File: config.mk
export PLATFORM = sky130hd
export DESIGN_NAME = cpu_control_unit
export DESIGN_NICKNAME = d
export VERILOG_FILES = /design/src/rtl/cpu_control_unit.sv
export SDC_FILE = /design/constraint.sdc
export NUM_CORES = 1
export LEC_CHECK = 0
export CORE_MARGIN = 2
export CORE_UTILIZATION = 45
export DETAILED_ROUTE_END_ITERATION = 8
export PLACE_DENSITY = 0.83
export SYNTH_ARGS = -nofsm -noshare
export SYNTH_HDL_FRONTEND = slang
export SYNTH_SLANG_ARGS = --single-unit
File: constraint.sdc
create_clock -name clk -period 1.9 [get_ports clk]
set_input_delay 0.38 -clock clk [delete_from_list [all_inputs] [get_ports clk]]
set_output_delay 0.38 -clock clk [all_outputs]
set_load 0.1 [all_outputs]
File: src/rtl/cpu_control_unit.sv
// cpu_control_unit: multi-cycle fetch/decode/execute/writeback sequencer for
// the 8-bit CPU. It owns the program counter and the instruction register. It
// drives the register file selects and write strobe, plus the ALU op code and
// the immediate value.
// Optional feature macro: CTRL_ILLEGAL_TRAP_EN. When defined, an illegal opcode
// sets a sticky illegal_op flag and halts the core. When undefined, an illegal
// opcode executes as a NOP.
module cpu_control_unit #(
    parameter logic [7:0] RESET_PC = 8'h00
) (
    input  logic        clk,
    input  logic        rst,
    output logic        instr_req,
    output logic [7:0]  instr_addr,
    input  logic        instr_valid,
    input  logic [15:0] instr_data,
    input  logic        alu_zero,
    output logic [2:0]  Register_Destination,
    output logic [2:0]  Register_1_operand,
    output logic [2:0]  Register_2_operand,
    output logic        RegWrite,
    output logic [2:0]  alu_op,
    output logic        imm_sel,
    output logic [7:0]  imm_value,
    output logic        halted,
    output logic        illegal_op
);

    typedef enum logic [2:0] {
        S_FETCH,
        S_DECODE,
        S_EXECUTE,
        S_WRITEBACK,
        S_HALT
    } state_t;

    localparam logic [3:0] OP_ADD  = 4'h1;
    localparam logic [3:0] OP_SUB  = 4'h2;
    localparam logic [3:0] OP_AND  = 4'h3;
    localparam logic [3:0] OP_OR   = 4'h4;
    localparam logic [3:0] OP_XOR  = 4'h5;
    localparam logic [3:0] OP_LDI  = 4'h6;
    localparam logic [3:0] OP_MOV  = 4'h7;
    localparam logic [3:0] OP_JMP  = 4'h8;
    localparam logic [3:0] OP_JZ   = 4'h9;
    localparam logic [3:0] OP_HALT = 4'hF;

    state_t      state;
    state_t      state_next;
    logic [15:0] ir;
    logic [7:0]  pc;
    logic [7:0]  pc_next;
    logic        z_flag;
    logic [3:0]  opcode;
    logic        is_alu;
    logic        writes_reg;
    logic        updates_z;

    // Opcode classes. Everything is decoded from the instruction register,
    // which changes only on a FETCH handshake. This keeps the selects stable
    // from DECODE through WRITEBACK.
    assign opcode     = ir[15:12];
    assign is_alu     = (opcode >= OP_ADD) && (opcode <= OP_XOR);
    assign writes_reg = (opcode >= OP_ADD) && (opcode <= OP_MOV);
    assign updates_z  = is_alu || (opcode == OP_MOV);

    assign instr_addr           = pc;
    assign Register_Destination = ir[11:9];
    assign Register_1_operand   = ir[8:6];
    assign Register_2_operand   = ir[5:3];
    assign imm_value            = ir[7:0];
    assign imm_sel              = (opcode == OP_LDI);

    // ALU function select: register ops map to 0..4, and MOV passes operand A.
    always_comb begin
        alu_op = 3'd0;
        case (opcode)
            OP_ADD:  alu_op = 3'd0;
            OP_SUB:  alu_op = 3'd1;
            OP_AND:  alu_op = 3'd2;
            OP_OR:   alu_op = 3'd3;
            OP_XOR:  alu_op = 3'd4;
            OP_MOV:  alu_op = 3'd5;
            default: alu_op = 3'd0;
        endcase
    end

    // State register.
    always_ff @(posedge clk or posedge rst) begin
        if (rst) begin
            state <= S_FETCH;
        end else begin
            state <= state_next;
        end
    end

    // Instruction register. It captures the memory word only on a FETCH
    // handshake.
    always_ff @(posedge clk or posedge rst) begin
        if (rst) begin
            ir <= 16'h0000;
        end else if ((state == S_FETCH) && instr_valid) begin
            ir <= instr_data;
        end
    end

    // Next-PC selection. Jumps load the immediate. Everything else steps by
    // one, and the 8-bit add wraps FF to 00.
    always_comb begin
        pc_next = pc + 8'd1;
        if (opcode == OP_JMP) begin
            pc_next = ir[7:0];
        end else if ((opcode == OP_JZ) && z_flag) begin
            pc_next = ir[7:0];
        end
    end

    // Program counter. It advances only on the WRITEBACK edge, so instr_addr
    // holds for the whole instruction.
    always_ff @(posedge clk or posedge rst) begin
        if (rst) begin
            pc <= RESET_PC;
        end else if (state == S_WRITEBACK) begin
            pc <= pc_next;
        end
    end

    // Zero flag. It latches the ALU result in EXECUTE for register ops and
    // MOV only.
    always_ff @(posedge clk or posedge rst) begin
        if (rst) begin
            z_flag <= 1'b0;
        end else if ((state == S_EXECUTE) && updates_z) begin
            z_flag <= alu_zero;
        end
    end

`ifdef CTRL_ILLEGAL_TRAP_EN
    logic is_illegal;
    logic illegal_q;

    assign is_illegal = (opcode >= 4'hA) && (opcode <= 4'hE);
    assign illegal_op = illegal_q;

    // Sticky trap flag. It is set when DECODE sees an opcode in A..E.
    always_ff @(posedge clk or posedge rst) begin
        if (rst) begin
            illegal_q <= 1'b0;
        end else if ((state == S_DECODE) && is_illegal) begin
            illegal_q <= 1'b1;
        end
    end
`else
    assign illegal_op = 1'b0;
`endif

    // Sequencing and strobes. RegWrite is combinational from the state, so an
    // asynchronous reset in WRITEBACK cancels the write at once.
    always_comb begin
        state_next = state;
        instr_req  = 1'b0;
        RegWrite   = 1'b0;
        halted     = 1'b0;
        case (state)
            S_FETCH: begin
                instr_req = 1'b1;
                if (instr_valid) begin
                    state_next = S_DECODE;
                end
            end
            S_DECODE: begin
`ifdef CTRL_ILLEGAL_TRAP_EN
                state_next = is_illegal ? S_HALT : S_EXECUTE;
`else
                state_next = S_EXECUTE;
`endif
            end
            S_EXECUTE: begin
                state_next = S_WRITEBACK;
            end
            S_WRITEBACK: begin
                RegWrite   = writes_reg;
                state_next = (opcode == OP_HALT) ? S_HALT : S_FETCH;
            end
            S_HALT: begin
                halted     = 1'b1;
                state_next = S_HALT;
            end
            default: begin
                state_next = S_FETCH;
            end
        endcase
    end

endmodule

# Word-level counts from Yosys, hierarchy flattened

Cells that the tools add are included.

Register bits: 28
Word-level logic and storage cells: 38

Add/subtract/negate cells: 1
$lt $le $gt $ge: 3
Equal/unequal tests: 14
Muxes and demuxes: 9
Reduce and logical (&&, ||, !) cells: 7

Operator list:

| cell                                                                              | number |
|---|---|
| 3-bit one-hot mux with 5 select lines                                             | 2 |
| 4-bit by 3-bit == test with 1-bit output (second input constant)                  | 4 |
| 8-bit 2-to-1 mux                                                                  | 2 |
| 4-bit == test (second input constant)                                             | 3 |
| 8-bit by 1-bit adder with 8-bit output (second input constant)                    | 1 |
| 4-bit by 2-bit == test with 1-bit output (second input constant)                  | 2 |
| 4-bit by 3-bit less-or-equal comparator with 1-bit output (second input constant) | 2 |
| 3-bit by 2-bit == test with 1-bit output (second input constant)                  | 2 |
| 3-bit 2-to-1 mux                                                                  | 2 |
| 1-bit logical AND                                                                 | 5 |
| 4-bit by 1-bit >= comparator with 1-bit output (second input constant)            | 1 |
| 3-bit by 1-bit == test with 1-bit output (second input constant)                  | 1 |
| 3-bit == test (second input constant)                                             | 1 |
| 3-bit zero test                                                                   | 1 |
| 1-bit 2-to-1 mux                                                                  | 3 |
| 2-bit inequality test (second input constant)                                     | 1 |
| 1-bit logical OR                                                                  | 1 |

# Longest topological paths before layout

Depth after elaboration: 4
Gate-level depth with buffers: 6

# Worst setup path before layout

No wires, ideal clock.

Path type: reg-to-output
From: register state[1]
To: output port RegWrite
Arrival time: 2.966 ns
Required time: 1.520 ns
Path slack: -1.446 ns
Cell stages (with the launch flop): 5
Buffers on the path: 1
Path through: dfrtp_1 > nand2_1 > or2_1 > buf_2 > nor3_1

Word-level cells in the longest chain between the ends: 2

Ends and longest elaborated chain:

| item                                     | RTL line | source |
|---|---|---|
| start: declaration                       | 48       | `state_t state;` |
| start signal: assignment                 | 93       | `state <= state_next;` |
| 3-bit by 2-bit == test with 1-bit output | 164      | `case (state)` |
| 1-bit 2-to-1 mux                         | 164      |  |
| end: declaration                         | 21       | `output logic RegWrite,` |

No other way between the ends.

# Worst setup path in the final report

From: register ir[14]
To: output port alu_op[1]

Word-level cells in the longest chain between the ends: 2
Elaborated cells on any way between the ends: 6
Classes of those cells: eq/ne (5); mux (1)

Ends and longest elaborated chain:

| item                                                                                                 | RTL line | source |
|---|---|---|
| start: declaration                                                                                   | 50       | `logic [15:0] ir;` |
| start signal: assignment                                                                             | 103      | `ir <= instr_data;` |
| 4-bit by 3-bit == test with 1-bit output or 4-bit by 2-bit == test with 1-bit output (tied branches) | 77       | `case (opcode)` |
| 3-bit one-hot mux with 5 select lines *                                                              | 77       |  |
| end: declaration                                                                                     | 22       | `output logic [2:0] alu_op,` |

Every way passes the cells marked *; elsewhere a longest branch is shown, timed or not.

==> out/metrics.csv <==
metric,value,unit
status,"complete, but fails checks",
failed_checks,setup timing,
drive_gt1_frac,0.428,
min_period,1970,ps
worstSetupStartpoint,ir[14]$_DFFE_PP0P_,
synth_top_area_cell,dfrtp_1,
clock_skew,1.73,ps
drv_slew,0,
drt_pass1_iterations,5,
hold_violations,0,
cts_made_buffers,3,
syn_to_final_growth,50.4,%
die_y,63.0,um
stdcell_area,2350,um^2
tightest_slew,524,ps
crit_path_end_kind,output pin,
grt_overflow,0,
relSlewSlack,0.651,
start_util,0.469,
dp_hpwl,2750,um
route.detailed.drc,0,
yosysWarnings,0,
place_area,2290,um^2
drt_iter0_markers,43,
syn_nets,165,
r2r-start,state[0]$_DFFE_PP0P_,
path_class,reg2out,
first_global_vias,1321,
num-nets-final,202,
place.gp.congestion,0.787,
grt_setup_unrepaired,yes,
post-route-util,0.705,
core,3340,um^2
wl,3640,um
pin_count,53,
critPathMaxFanout,9,
grt.total_usage,0.198,
critical_path.startpoint_type,flip-flop,
max_freq,508,MHz
diodes,0,
ys_seq_area_frac,0.448,
synth_top_cell_area_share,0.448,
arrival,1590,ps
synth_ff_type,dfrtp_1,
antenna_found_initial,0,
setup_viol,3,
netlist_top_cells_area,"dfrtp_1, buf_4, mux2_4",
rows,21,
cts_tree,done,
dieArea,3960,um^2
synth_edf_count,0,
cts_root_buffer,clkbuf_4,
grt_pass1_wl,6310,um
cts_max_level,1,
syn_inst,144,
tns,-174,ps
syn-cell-area,1560,um^2
grt_max_degree,29,
ys_async_sr_fraction,1.00,
period_share,1.04,
clkSlewWorstSetupHoldPaths,150,ps
vias,1236,
cp_data_required_time,1520,ps
yosys-top-cells-count,"dfrtp_1, buf_4, nand2_1, mux2_2, mux2_4",
clock_path_buffers,2,
insertion_delay,340,ps
hp-class,in2async,
wl_per_cell,16.1,um
avgSynthCellArea,10.9,um^2
synth-seq-cells,28,
numClockSinks,28,
postRouteAntennaNets,0,
yosysUniqueCellTypes,41,
io_buffers,51,
die_x,63.0,um
cap_violations,0,
worst_slack,-69.1,ps
dp_slack,199,ps
via_per_inst,5.47,
yosysMostFrequentCell,dfrtp_1,
fill_cells,214,
==> layout make-up <==
class	count	area [um^2]	share of cell area
clock buffers	4	36.3	0.0154
inverters	5	18.8	0.00798
multi-input cells	85	707	0.301
flip-flops and latches	28	712	0.303
well taps	46	57.6	0.0245
repair buffers	58	821	0.349
==> path summary, 6_finish.rpt <==
path | endpoint | slack [ps] | cells after the start
max | alu_op[1] | -70 | 3
min | ir[8]$_DFFE_PP0P_ | 390 | 3
max reg2reg | ir[6]$_DFFE_PP0P_ | 260 | 4
min reg2reg | ir[8]$_DFFE_PP0P_ | 540 | 1
max in group asynchronous | instr_addr[3]$_DFFE_PP0N_ | 1240 | 3
min in group clk | ir[8]$_DFFE_PP0P_ | 540 | 1
==> what timing repair did <==
item | 4_1_cts | 5_1_grt
hold endpoints to repair | 0 | 0
pin swaps | 0 | 1
endpoints found under the setup margin | 3 | 3
setup buffers | 3 | 0
hold buffers | 0 | 0
resized for setup | 3 | 0
==> layer usage <==
layer  global-route usage  vias to the layer above  routed length, um
li1                     -                      553                  -
met1                0.249                      620               1450
met2                0.336                       52               1890
met3               0.0234                       11                197
met4                0.100                        0                106
met5                    0                        -                  0
==> per-stage QoR <==
| step | hold slack, ps | std cells |
|---|---|---|
| after detailed placement | 500 | 219 |
| after global routing | 440 | 226 |
| after global placement | 484 | 219 |
| after CTS | 407 | 226 |
| final | 393 | 226 |
| after floorplan | 445 | 144 |
==> registers in the layout (all words and copies together), names as in the netlist <==
name,count
state,3
ir,16
instr_addr,8
z_flag,1
==> critical path, stage by stage, from the launching register on <==
cell     delay [ps]
dfrtp_2         480
or3b_4          410
a21oi_4         160
buf_12          190
==> kinds of logic (layout without fill, tap and decap cells) <==
kind of cell | count (synthesis) | after routing | share of synthesized area
flip-flops | 28 | 28 | 0.448
multiplexers | 21 | 21 | 0.166
AO/OA/AOI/OAI | 18 | 18 | 0.0776
AND/OR/NAND/NOR | 42 | 42 | 0.148
XOR/XNOR | 2 | 2 | 0.0112
buffers and inverters | 31 | 67 | 0.138
other | 1 | 1 | 0.00240
adder cells (fa/ha/maj) | 1 | 1 | 0.00800
==> cells in the final DEF, fill, tap and decap left out, types with 2 or more instances in the layout <==
master,instances
nor3_1,3
nand4_1,3
mux2i_1,5
mux2_4,8
a22oi_1,2
o21ai_0,3
and3_1,2
nand3_1,5
dfrtp_1,19
buf_12,27
nand2_1,9
nor2_1,5
buf_4,12
nor4_1,2
clkbuf_4,3
mux2_2,8
a2bb2oi_1,2
nand2b_1,2
a21oi_1,3
nor3_4,3
clkdlybuf4s50_1,19
dfrtp_2,9
inv_1,5
Power is not shown: default switching activity piles up to over one toggle a cycle in this logic, so the estimate is an artifact.
